$ cat src/rtl/numbotron_sequencer_if.sv
// numbotron_sequencer_if: program-load and register-file step bus.
// The instruction word widens by AW when NUMBOTRON_JUMP_EN is defined.
interface numbotron_sequencer_if #(
    parameter int NREGS = 8,
    parameter int AW    = 5
);
`ifdef NUMBOTRON_JUMP_EN
    localparam int IW = 3 * NREGS + AW;
`else
    localparam int IW = 3 * NREGS;
`endif
    logic             prog_we;
    logic [AW-1:0]    prog_addr;
    logic [IW-1:0]    prog_wdata;
    logic [NREGS-1:0] reg_zero;
    logic [NREGS-1:0] inc_regs;
    logic [NREGS-1:0] dec_regs;
    logic             dostep;

    modport master (output prog_we, prog_addr, prog_wdata, reg_zero,
                    input  inc_regs, dec_regs, dostep);
    modport slave  (input  prog_we, prog_addr, prog_wdata, reg_zero,
                    output inc_regs, dec_regs, dostep);
endinterface

$ cat src/rtl/numbotron_sequencer.sv
// numbotron_sequencer: loop-until-zero instruction sequencer with writable program RAM.
// Define NUMBOTRON_JUMP_EN to make completion branch to the instruction's T field.
module numbotron_sequencer #(
    parameter int NREGS = 8,
    parameter int AW    = 5
) (
    input  logic                clk,
    input  logic                rstb,
    input  logic                slowclk,
    input  logic                step,
    input  logic                run_mode,
    input  logic                start,
    numbotron_sequencer_if.slave bus,
    output logic [AW-1:0]       ip,
    output logic                running,
    output logic                halted
);
`ifdef NUMBOTRON_JUMP_EN
    localparam int IW = 3 * NREGS + AW;
`else
    localparam int IW = 3 * NREGS;
`endif
    typedef enum logic [1:0] {IDLE, FETCH, EXEC, HALT} state_t;

    state_t           state, state_n;
    logic [IW-1:0]    mem [2**AW];
    logic [IW-1:0]    ir, ir_n, word;
    logic [AW-1:0]    ip_n, next_f, next_e;
    logic [NREGS-1:0] inc_n, dec_n;
    logic             dostep_n, halted_n, step_d, step_pend, tick, idle;

    assign idle = (state == IDLE) || (state == HALT);
    assign word = mem[ip];
    // A tick during dostep would see reg_zero before the register file updates
    assign tick = slowclk & (run_mode | step_pend) & ~bus.dostep;

`ifdef NUMBOTRON_JUMP_EN
    assign next_f = word[3*NREGS +: AW];
    assign next_e = ir[3*NREGS +: AW];
`else
    assign next_f = ip + AW'(1);
    assign next_e = ip + AW'(1);
`endif

    always_ff @(posedge clk)
        if (bus.prog_we && idle) mem[bus.prog_addr] <= bus.prog_wdata;

    always_ff @(posedge clk or negedge rstb)
        if (!rstb) begin
            step_d    <= 1'b0;
            step_pend <= 1'b0;
        end else begin
            step_d    <= step;
            step_pend <= ~idle & ((step_pend & ~tick) | (step & ~step_d & ~run_mode));
        end

    always_comb begin
        state_n  = state;
        ip_n     = ip;
        ir_n     = ir;
        halted_n = halted;
        dostep_n = 1'b0;
        inc_n    = '0;
        dec_n    = '0;
        if (idle) begin
            if (start) begin
                state_n  = FETCH;
                ip_n     = '0;
                halted_n = 1'b0;
            end
        end else if (tick) begin
            if (state == FETCH) begin
                ir_n = word;
                if (word[NREGS-1:0] == '0) begin
                    state_n  = HALT;
                    halted_n = 1'b1;
                end else if (|(word[NREGS-1:0] & bus.reg_zero)) begin
                    ip_n = next_f;
                end else begin
                    state_n  = EXEC;
                    dostep_n = 1'b1;
                    dec_n    = word[2*NREGS-1:NREGS];
                    inc_n    = word[3*NREGS-1:2*NREGS];
                end
            end else if (|(ir[NREGS-1:0] & bus.reg_zero)) begin
                state_n = FETCH;
                ip_n    = next_e;
            end else begin
                dostep_n = 1'b1;
                dec_n    = ir[2*NREGS-1:NREGS];
                inc_n    = ir[3*NREGS-1:2*NREGS];
            end
        end
    end

    always_ff @(posedge clk or negedge rstb)
        if (!rstb) begin
            state        <= IDLE;
            ip           <= '0;
            ir           <= '0;
            halted       <= 1'b0;
            running      <= 1'b0;
            bus.dostep   <= 1'b0;
            bus.inc_regs <= '0;
            bus.dec_regs <= '0;
        end else begin
            state        <= state_n;
            ip           <= ip_n;
            ir           <= ir_n;
            halted       <= halted_n;
            running      <= (state_n == FETCH) || (state_n == EXEC);
            bus.dostep   <= dostep_n;
            bus.inc_regs <= inc_n;
            bus.dec_regs <= dec_n;
        end
endmodule

$ cat src/flat_wrapper.sv
// flat-port wrapper written by rule: the top's interface ports become plain ports
module numbotron_sequencer_flat 
#(
    parameter int NREGS = 8,
    parameter int AW    = 5
)
  (clk, rstb, slowclk, step, run_mode, start, ip, running, halted, bus_prog_we, bus_prog_addr, bus_prog_wdata, bus_reg_zero, bus_inc_regs, bus_dec_regs, bus_dostep);
  numbotron_sequencer_if #(.NREGS(NREGS), .AW(AW)) bus_i ();
  input  logic clk;
  input  logic rstb;
  input  logic slowclk;
  input  logic step;
  input  logic run_mode;
  input  logic start;
  output logic [AW-1:0] ip;
  output logic running;
  output logic halted;
  input wire logic [$bits(bus_i.prog_we)-1:0] bus_prog_we;
  input wire logic [$bits(bus_i.prog_addr)-1:0] bus_prog_addr;
  input wire logic [$bits(bus_i.prog_wdata)-1:0] bus_prog_wdata;
  input wire logic [$bits(bus_i.reg_zero)-1:0] bus_reg_zero;
  output wire logic [$bits(bus_i.inc_regs)-1:0] bus_inc_regs;
  output wire logic [$bits(bus_i.dec_regs)-1:0] bus_dec_regs;
  output wire logic [$bits(bus_i.dostep)-1:0] bus_dostep;
  assign bus_i.prog_we = bus_prog_we;
  assign bus_i.prog_addr = bus_prog_addr;
  assign bus_i.prog_wdata = bus_prog_wdata;
  assign bus_i.reg_zero = bus_reg_zero;
  assign bus_inc_regs = bus_i.inc_regs;
  assign bus_dec_regs = bus_i.dec_regs;
  assign bus_dostep = bus_i.dostep;
  numbotron_sequencer #(.NREGS(NREGS), .AW(AW)) u_core (.clk(clk), .rstb(rstb), .slowclk(slowclk), .step(step), .run_mode(run_mode), .start(start), .bus(bus_i), .ip(ip), .running(running), .halted(halted));
endmodule
$ cat config.mk
export PLATFORM = sky130hd
export DESIGN_NAME = numbotron_sequencer_flat
export DESIGN_NICKNAME = d
export VERILOG_FILES = /design/src/rtl/numbotron_sequencer_if.sv /design/src/rtl/numbotron_sequencer.sv /design/src/flat_wrapper.sv
export SDC_FILE = /design/constraint.sdc
export NUM_CORES = 1
export LEC_CHECK = 0
export CAP_MARGIN = 20
export CORE_AREA = 8 8 319 321
export CTS_BUF_LIST = sky130_fd_sc_hd__clkbuf_4 sky130_fd_sc_hd__clkbuf_8
export CTS_CLUSTER_DIAMETER = 120
export DETAILED_ROUTE_END_ITERATION = 8
export DIE_AREA = 0 0 327 329
export GPL_TIMING_DRIVEN = 1
export HOLD_SLACK_MARGIN = 0.02
export PLACE_DENSITY = 0.52
export REMOVE_ABC_BUFFERS = 1
export SLEW_MARGIN = 20
export SYNTH_ARGS = -nofsm -noshare
export SYNTH_HDL_FRONTEND = slang
export SYNTH_SLANG_ARGS = --single-unit
$ cat constraint.sdc
create_clock -name clk -period 3.35 [get_ports clk]
set_input_delay 0.67 -clock clk [delete_from_list [all_inputs] [get_ports clk]]
set_output_delay 0.67 -clock clk [all_outputs]
set_load 0.01 [all_outputs]
==> flow_metrics.py, run 1 <==
metrics = {
    "place": {
        "placed_cells": 2813,
        "finalWeightedCongestion": 0.805,
        "placed_area_um2": 35000,
        "io_buffers": 67,
        "dp_hpwl_um": 48700,
        "pre_cts_ws_ns": 0.0721,
    },
    "critical_path": {
        "r2r_cells": 10,
        "endpoint_kind": "flop",
        "crit_buf_inv": 2,
        "crit_chain": "buf_12 > buf_12 > mux4_2 > a22oi_1 > nand4_1 > a222oi_1 > nand4_1 > nor4b_4 > and2_2 > or3_1",
        "path_delay_family": "simple AND/OR/NAND/NOR gates",
        "cp.required_ns": 3.99,
        "max_stage_delay_ns": 0.51,
        "path_depth": 10,
        "start_kind": "flop",
        "cp.arrival_ns": 3.89,
        "cp-endpoint": "u_core.running",
        "r2r_setup_slack_ns": 0.09,
        "cp_max_fo": 12,
        "critPathKind": "flop to flop",
        "slowest_stage": "mux4_2",
        "cp-startpoint": "u_core.ip[0]",
        "r2r-start": "u_core.ip[0]",
        "r2r_end": "u_core.running",
    },
    "clock_tree": {
        "cts.sinks": 820,
        "cts_max_level": 4,
        "cts.clk_slew.worst_paths_ns": 0.06,
        "clk_path_buf_depth": 3,
        "worstSkewPairLatency_ns": 0.77,
        "cts_made_buffers": 138,
        "cts_tree": "built",
        "cts_root_buffer": "clkbuf_8",
    },
    "floorplanning": {
        "coreArea_um2": 97100,
        "ios": 68,
        "chipWidth_um": 327,
        "start_util_pct": 32.6,
        "dieHeight_um": 329,
        "design.die.area_um2": 108000,
        "rows": 115,
    },
    "logic_synthesis": {
        "synth_top_area_share_pct": 72.9,
        "yosys.area_share.simple_pct": 2.09,
        "synthAdderAreaFrac_pct": 0.119,
        "synth_top_family_by_area": "multiplexers",
        "ys_ff_latch": 820,
        "synth_edf_count": 768,
        "yosys_warnings": 0,
        "synth.avg_cell_area_um2": 22.5,
        "ys.flop_type": "edfxtp_1",
        "ys_types": 50,
        "synth_common_cells": "768 x edfxtp_1, 203 x mux4_2, 52 x dfrtp_1",
        "synth_most_common_cell": "edfxtp_1",
        "ys_seq_area_share_pct": 77.0,
        "synth-async-reset-ratio_pct": 6.34,
        "synth_compound_area_share_pct": 2.22,
        "yosysTopAreaCell": "edfxtp_1",
        "netlist_area_um2": 31600,
        "synth.area.top_cells": "edfxtp_1 73%, mux4_2 14%, dfrtp_1 4.1%, mux2_2 1.4%, mux2i_1 1.1%",
        "synth_mux_area_share_pct": 17.1,
        "synthCells": 1406,
        "synth-xor-area-share_pct": 0,
    },
    "routing": {
        "route.vias.total": 15700,
        "first_pass_iters": 5,
        "dr.first_iter.drc_count": 1294,
        "wirelength_um": 83000,
        "route.detailed.drc": 0,
        "wl_per_cell_um": 27.1,
        "drtAntennaViolNets": 0,
        "viasPerCell": 5.11,
    },
    "timing": {
        "setup_slack_ns": 0.0912,
        "period_share_pct": 97.3,
        "fmax_mhz": 307,
        "drv_slew": 0,
        "whs_ns": 0.381,
        "worstMarginPinSlew_ns": 1.04,
        "setup_viol": 0,
        "tns_ns": 0,
        "hold_violations": 0,
        "fin_skew_ns": 0.0295,
        "rsz0062_at_grt": "false",
        "relSlewSlack_pct": 30.6,
        "finalCriticalPeriod_ns": 3.26,
    },
    "layout": {
        "fill_cells": 8662,
        "multiInputGateArea_um2": 7080,
        "final_design_area_no_fill_um2": 37800,
        "utilization_pct": 38.9,
        "finish.net_count": 1726,
        "finalNonFillerCells": 3066,
        "drive_gt1_share_pct": 37.1,
        "seq_area_um2": 24400,
        "area_growth_pct": 19.5,
    },
    "grt": {
        "grt_first_pass_wirelength_um": 119000,
        "grt_overflow": 0,
        "grt_use_total_pct": 15.3,
        "antenna_found_initial": 2,
        "grt_pass1_vias": 16600,
        "grt_start_max_net_pins": 53,
    },
    "power_and_ir_drop": {
        "switchingPower_mw": 7.11,
        "power_frac_seq_pct": 44.0,
        "ir_worst_vdd_v": 0.000349,
        "p_clk_share_pct": 32.5,
        "p_per_area_nw_per_um2": 703,
        "leakage_nw": 12.0,
        "p_comb_share_pct": 23.5,
        "internal_power_mw": 19.5,
        "p_total_mw": 26.6,
        "sw_frac_of_total_pct": 26.7,
    },
    "job": {
        "maxCapViolCount": 0,
    },
    "hold_path": {
        "hp-class": "input pin to flop",
    },
    "run_status": {
        "status": "finished clean",
    },
}
-- worst min path at each step --
| stage | start | end | cells after the start |
|---|---|---|---|
| after global placement | u_core.ir[3] | u_core.ir[3] | 2 |
| final | step | u_core.step_d | 1 |
| after global routing | step | u_core.step_d | 1 |
| after detailed placement | u_core.ir[5] | u_core.ir[5] | 2 |
| after CTS | step | u_core.step_d | 1 |
| after floorplan | rstb | u_core.bus.dec_regs[0] | 0 |
-- layout by cell type (no fill, tap or decap), types with 12 or more instances in the layout --
cell and n:
clkdlybuf4s50_1 60, clkbuf_8 145, clkbuf_4 59, o21ai_0 15, nand3_1 15, mux2i_1 34, nand2_1 37, dfrtp_1 47
clkinv_1 18, edfxtp_1 768, nor2_4 32, mux4_2 203, buf_12 29, o211ai_1 12, mux2_2 39, a22o_1 16
buf_4 106
-- what timing repair did --
item	CTS	global route
gates resized for setup	2	3
pin swaps	0	4
endpoints found under the hold margin	52	0
hold buffers	1	0
buffers inserted	1	11
endpoints found under the setup margin	1	15
-- cell families after synthesis --
kind of cell    Yosys count
buf+inv                  81
mux                     281
compound gates           88
simple gates            133
fa+ha+maj                 3
flops                   820
-- sequential cells by signal, summed over array words and instances (netlist names) --
register,flops
u_core.step_d,1
u_core.state,2
u_core.ir,24
u_core.halted,1
u_core.step_pend,1
u_core.ip,5
u_core.mem,768
u_core.bus.dec_regs,8
u_core.bus.dostep,1
u_core.running,1
u_core.bus.inc_regs,8
-- layer usage --
layer  wire [µm]  track usage, %  vias to the layer above
met2       41200            25.3                      502
li1            -               -                     6519
met1       35300            20.0                     8520
met3        4580            3.50                      136
met5           0               0                        -
met4        1970            4.77                        0
-- cell type report --
type / count / share of cell area (%)
inverter: 9 / 0.0893
clock buffer: 204 / 6.45
antenna: 1 / 0.00662
clock inverter: 35 / 0.595
tap: 1287 / 4.26
sequential: 820 / 64.5
multi-input combinational: 505 / 18.7
timing repair buffer: 205 / 5.44
-- power groups by stage --
stage,Sequential (mW),Clock [mW],Combinational (mW)
2_1_floorplan,12.5,0,3.49
3_3_place_gp,12.0,0,6.02
3_5_place_dp,12.0,0,6.05
4_1_cts,11.8,8.88,6.13
5_1_grt,11.7,9.31,6.68
6_report,11.7,8.64,6.24
(Power assumes the default switching activity.)
==> inputs of run 2 (changes only) <==
--- a/config.mk
+++ b/config.mk
@@ -6,11 +6,11 @@
 export NUM_CORES = 1
 export LEC_CHECK = 0
 export CAP_MARGIN = 20
-export CORE_AREA = 8 8 319 321
+export CORE_AREA = 2 2 313 315
 export CTS_BUF_LIST = sky130_fd_sc_hd__clkbuf_4 sky130_fd_sc_hd__clkbuf_8
 export CTS_CLUSTER_DIAMETER = 120
 export DETAILED_ROUTE_END_ITERATION = 8
-export DIE_AREA = 0 0 327 329
+export DIE_AREA = 0 0 315 317
 export GPL_TIMING_DRIVEN = 1
 export HOLD_SLACK_MARGIN = 0.02
 export PLACE_DENSITY = 0.52
==> run 2 against run 1 <==
Net effect:
- non-clock buffer count is 13 higher
- global-route usage grew 1.7 points
- count of clock-buffer cells in the layout rose by 5
- sequential share of layout area fell by 0.64 points
- cell count up 0.65%
- hold slack worse by 0.020 ns
- combinational power grew 4.3%
- sequential power hardly changed
- first-iteration DRC count grew 13%
- largest cell class unchanged
==> flow_metrics.py, run 2 (synthesized netlist as in run 1, its figures left out) <==
metrics = {
    "run_status": {
        "status": "finished clean",
    },
    "critical_path": {
        "cp.required_ns": 4.01,
        "path_delay_family": "simple AND/OR/NAND/NOR gates",
        "crit_chain": "buf_12 > buf_4 > mux4_2 > a22o_1 > a2111o_1 > a222oi_1 > nand4_1 > nor4b_4 > and2_1 > buf_4 > or3_1",
        "start_kind": "flop",
        "endpoint_kind": "flop",
        "slowest_stage": "dfrtp_4",
        "cp.arrival_ns": 3.98,
        "crit_top_cell": "buf_4",
        "r2r_setup_slack_ns": 0.04,
        "max_stage_delay_ns": 0.49,
        "cp_max_fo": 4,
        "crit_buf_inv": 3,
        "critPathKind": "flop to flop",
    },
    "layout": {
        "final_design_area_no_fill_um2": 38200,
        "seq_area_um2": 24400,
        "largest_reg_flops": 768,
        "fill_cells": 8541,
        "area_growth_pct": 20.8,
        "top_regs": "u_core.mem (768), u_core.ir (24)",
        "top_register": "u_core.mem",
        "mostFrequentLayoutCells": "768 x edfxtp_1, 203 x mux4_2, 149 x clkbuf_8, 105 x buf_4, 60 x clkbuf_4",
        "finish.net_count": 1742,
        "finalNonFillerCells": 3086,
        "final_common_cell": "edfxtp_1",
        "drive_gt1_share_pct": 37.7,
        "multiInputGateArea_um2": 7080,
    },
    "timing": {
        "setup_slack_ns": 0.0355,
        "hold_violations": 0,
        "fin_skew_ns": 0.0453,
        "worstMarginPinSlew_ns": 1.05,
        "setup_viol": 0,
        "period_share_pct": 98.9,
        "drv_slew": 0,
        "finalCriticalPeriod_ns": 3.31,
        "fmax_mhz": 302,
        "relSlewSlack_pct": 30.1,
        "whs_ns": 0.360,
    },
    "floorplanning": {
        "dieHeight_um": 317,
        "chipWidth_um": 315,
        "start_util_pct": 32.9,
        "coreArea_um2": 96300,
        "ios": 68,
        "design.die.area_um2": 99900,
        "rows": 114,
    },
    "clock_tree": {
        "cts.clk_slew.worst_paths_ns": 0.06,
        "worstSkewPairLatency_ns": 0.79,
        "clk_path_buf_depth": 3,
        "cts_root_buffer": "clkbuf_8",
        "cts_made_buffers": 141,
        "cts_tree": "built",
        "cts_max_level": 4,
        "cts.sinks": 820,
    },
    "place": {
        "placed_cells": 2808,
        "dp_hpwl_um": 48800,
        "io_buffers": 67,
        "finalWeightedCongestion": 0.803,
        "placed_area_um2": 35200,
        "pre_cts_ws_ns": -0.0698,
    },
    "power_and_ir_drop": {
        "leakage_nw": 12.2,
        "ir_worst_vdd_v": 0.000293,
        "p_total_mw": 27.0,
        "p_per_area_nw_per_um2": 707,
    },
    "routing": {
        "drtAntennaViolNets": 0,
        "viasPerCell": 5.08,
        "route.vias.total": 15700,
        "dr.first_iter.drc_count": 1466,
        "route.detailed.drc": 0,
        "first_pass_iters": 5,
        "wirelength_um": 84000,
        "wl_per_cell_um": 27.2,
    },
    "grt": {
        "grt_use_total_pct": 17.0,
        "grt_pass1_vias": 16700,
        "grt_first_pass_wirelength_um": 120000,
        "grt_start_max_net_pins": 53,
        "grt_overflow": 0,
        "antenna_found_initial": 6,
    },
    "hold_path": {
        "hp-class": "input pin to flop",
    },
    "job": {
        "maxCapViolCount": 0,
    },
}
[run 2: cell count changes in the layout (fill, tap and decap cells not counted), moves of 3 or more]
cell	previous run	this run
inv_8	0	3
clkdlybuf4s50_1	60	57
buf_2	6	9
clkbuf_8	145	149
clkinv_1	18	29
buf_12	29	41
[run 2: cell type report]
class | instances | share of cell area [%]
clock buffer | 209 | 6.55
multi-input combinational | 505 | 18.5
antenna | 1 | 0.00655
tap | 1276 | 4.18
timing repair buffer | 218 | 6.11
inverter | 9 | 0.0884
clock inverter | 48 | 0.737
sequential | 820 | 63.8
[run 2: path summary, 6_finish.rpt]
path                              startpoint              to  depth (start not counted)
worst max-delay path            u_core.ip[0]  u_core.running                         11
worst min-delay path                    step   u_core.step_d                          1
worst max register to register  u_core.ip[0]  u_core.running                         11
worst min register to register  u_core.ir[1]    u_core.ir[1]                          2
max in group asynchronous               rstb    u_core.ip[0]                          2
min in group asynchronous               rstb    u_core.ir[1]                          2
[run 2: repair_timing]
| item | 4_1_cts | 5_1_grt |
|---|---|---|
| buffers inserted | 5 | 11 |
| gates cloned | 1 | 1 |
| hold buffers | 1 | 0 |
| setup endpoints to repair | 10 | 14 |
| pin swaps | 0 | 7 |
| hold endpoints to repair | 52 | 0 |
| gates resized for setup | 3 | 4 |
[run 2: where the power goes]
| group | switching, mW | internal (mW) | total [mW] |
|---|---|---|---|
| sequential | 0.174 | 11.5 | 11.7 |
| combinational | 3.16 | 3.35 | 6.51 |
| clock | 3.98 | 4.87 | 8.86 |
[run 2: metal layers]
layer,vias up,routed length [µm],global-route usage [%],part of all wire [%]
met1,8513,36100,22.8,43
li1,6566,-,-,-
met2,464,41700,28.1,50
met4,6,1580,4.58,1.9
met3,125,4660,3.56,5.5
met5,-,41,0,0.049
[run 2: through the flow]
step           util [%]  setup TNS, ns
3_5_place_dp       36.6         -0.353
5_1_grt            39.7       -0.00941
4_1_cts            39.5              0
2_1_floorplan         -        -304.25
6_report           39.7              0
3_3_place_gp       36.6        -0.0193
==> inputs of run 3 (changes only) <==
--- a/config.mk
+++ b/config.mk
@@ -6,11 +6,11 @@
 export NUM_CORES = 1
 export LEC_CHECK = 0
 export CAP_MARGIN = 20
-export CORE_AREA = 2 2 313 315
+export CORE_AREA = 5 5 316 318
 export CTS_BUF_LIST = sky130_fd_sc_hd__clkbuf_4 sky130_fd_sc_hd__clkbuf_8
 export CTS_CLUSTER_DIAMETER = 120
 export DETAILED_ROUTE_END_ITERATION = 8
-export DIE_AREA = 0 0 315 317
+export DIE_AREA = 0 0 321 323
 export GPL_TIMING_DRIVEN = 1
 export HOLD_SLACK_MARGIN = 0.02
 export PLACE_DENSITY = 0.52
==> run 3 against run 2 <==
Net effect:
- global-route usage down 0.96 points
- highest routed layer is now met4
- clock skew down 0.016 ns
- maximum frequency up 1.7%
- non-clock buffer count down 4
- hold slack better by 0.015 ns
- sequential power about the same
- via count about the same
- register-to-register slack better by 0.05 ns
- sequential share of layout area up 0.14 points
- power down 0.40%
- wire length down 1.8%
- worst setup slack better by 0.055 ns
==> flow_metrics.py, run 3 (synthesized netlist as in run 1, its figures left out) <==
metrics = {
    "run_status": {
        "status": "finished clean",
    },
    "critical_path": {
        "cp.required_ns": 4.00,
        "r2r-start": "u_core.ip[0]",
        "critPathKind": "flop to flop",
        "start_kind": "flop",
        "endpoint_kind": "flop",
        "cp-startpoint": "u_core.ip[0]",
        "cp.arrival_ns": 3.91,
        "cp_max_fo": 7,
        "r2r_cells": 10,
        "r2r_setup_slack_ns": 0.09,
        "r2r_end": "u_core.running",
    },
    "floorplanning": {
        "dieHeight_um": 323,
        "rows": 114,
        "ios": 68,
        "design.die.area_um2": 104000,
        "coreArea_um2": 96300,
        "chipWidth_um": 321,
        "start_util_pct": 32.9,
    },
    "timing": {
        "fin_skew_ns": 0.0293,
        "drv_slew": 0,
        "tns_ns": 0,
        "finalCriticalPeriod_ns": 3.26,
        "period_share_pct": 97.3,
        "worstMarginPinSlew_ns": 1.06,
        "fmax_mhz": 307,
        "rsz0062_at_grt": "true",
        "relSlewSlack_pct": 29.2,
        "setup_viol": 0,
        "hold_violations": 0,
        "setup_slack_ns": 0.0902,
    },
    "clock_tree": {
        "cts.clk_slew.worst_paths_ns": 0.06,
        "cts.sinks": 820,
        "worstSkewPairLatency_ns": 0.80,
        "clk_path_buf_depth": 3,
        "cts_made_buffers": 137,
        "cts_tree": "built",
        "cts_root_buffer": "clkbuf_8",
        "cts_max_level": 4,
    },
    "layout": {
        "fill_cells": 8609,
        "finish.net_count": 1734,
        "drive_gt1_share_pct": 37.2,
        "mostFrequentLayoutCells": "768 x edfxtp_1, 203 x mux4_2, 143 x clkbuf_8, 101 x buf_4, 63 x clkdlybuf4s50_1",
        "top_regs": "u_core.mem (768), u_core.ir (24)",
        "top_register": "u_core.mem",
        "largest_reg_flops": 768,
        "area_growth_pct": 20.5,
        "final_common_cell": "edfxtp_1",
    },
    "routing": {
        "dr.first_iter.drc_count": 1422,
        "wl_per_cell_um": 26.9,
        "viasPerCell": 5.10,
        "drtAntennaViolNets": 0,
        "route.vias.total": 15700,
        "first_pass_iters": 5,
        "route.detailed.drc": 0,
        "wirelength_um": 82500,
    },
    "grt": {
        "grt_use_total_pct": 16.0,
        "grt_first_pass_wirelength_um": 119000,
        "grt_start_max_net_pins": 58,
        "grt_pass1_vias": 16800,
        "antenna_found_initial": 3,
        "grt_overflow": 0,
    },
    "power_and_ir_drop": {
        "p_per_area_nw_per_um2": 706,
        "p_total_mw": 26.9,
        "ir_worst_vdd_v": 0.000478,
        "leakage_nw": 12.1,
    },
    "place": {
        "io_buffers": 67,
        "finalWeightedCongestion": 0.752,
        "dp_hpwl_um": 47800,
        "pre_cts_ws_ns": -0.0605,
    },
    "hold_path": {
        "whs_path_depth": 1,
        "hp-class": "input pin to flop",
        "hold_start": "step",
        "hold-path-endpoint": "u_core.step_d",
    },
    "job": {
        "maxCapViolCount": 0,
    },
}
[run 3: changes by cell type in the layout (fill, tap and decap cells not counted), moves of 3 or more]
cell | previous run | this run
buf_6 | 1 | 4
inv_6 | 2 | 6
clkdlybuf4s50_1 | 57 | 63
buf_4 | 105 | 101
buf_2 | 9 | 3
clkinvlp_4 | 6 | 0
clkbuf_8 | 149 | 143
clkbuf_4 | 60 | 49
clkinv_2 | 6 | 11
[run 3: cell type report]
class | count | area, µm² | area share, %
repair buffers | 214 | 2320 | 6.10
well taps | 1276 | 1600 | 4.19
multi-input cells | 505 | 7120 | 18.7
inverters | 9 | 33.8 | 0.0886
clock inverters | 55 | 330 | 0.866
diodes | 1 | 2.50 | 0.00656
clock buffers | 192 | 2340 | 6.13
flip-flops and latches | 820 | 24400 | 63.9
[run 3: worst max path at each step]
stage / endpoint / slack (ns) / cells after the start
detailed placement: u_core.bus.inc_regs[1] / -0.06 / 10
global placement: u_core.running / -0.04 / 10
CTS: u_core.running / 0.01 / 10
floorplan: u_core.running / -6.62 / 8
global route: u_core.running / -0.06 / 11
finish: u_core.running / 0.09 / 10
[run 3: power by group]
group	internal [mW]	switching, mW
clock	4.56	4.03
combinational	3.45	3.19
sequential	11.5	0.194
[run 3: worst max-delay path, cell delays in order (launching register included)]
cell and delay (ns):
dfrtp_4 0.55, buf_6 0.13, mux4_2 0.49, a22o_1 0.27, a2111o_1 0.40, buf_4 0.16, nand3_1 0.13, nand4_4 0.12
or3_1 0.39, and3_1 0.16, or3_1 0.34
[run 3: per-layer routing]
metal	track usage (%)	up-vias	routed length, µm
met3	3.62	114	4990
li1	-	6560	-
met2	25.5	524	39600
met1	22.4	8471	36300
met5	0	-	0
met4	4.51	0	1620
[run 3: metrics by stage]
step / hold WS (ns) / cells / instance area, µm² / utilization, %
2_1_floorplan: 0.374 / 1334 / 31200 / -
3_3_place_gp: 0.468 / 2801 / 35100 / 36.5
3_5_place_dp: 0.478 / 2801 / 35100 / 36.5
4_1_cts: 0.299 / 3060 / 38000 / 39.4
5_1_grt: 0.330 / 3071 / 38100 / 39.6
6_report: 0.376 / 3072 / 38100 / 39.6
[run 3: timing repair]
item | in CTS | in global routing
hold buffers | 1 | 0
pin swaps | 8 | 14
gates resized for setup | 8 | 9
setup endpoints to repair | 16 | 15
gates cloned | 2 | 1
endpoints found under the hold margin | 52 | 0
buffers inserted | 9 | 10
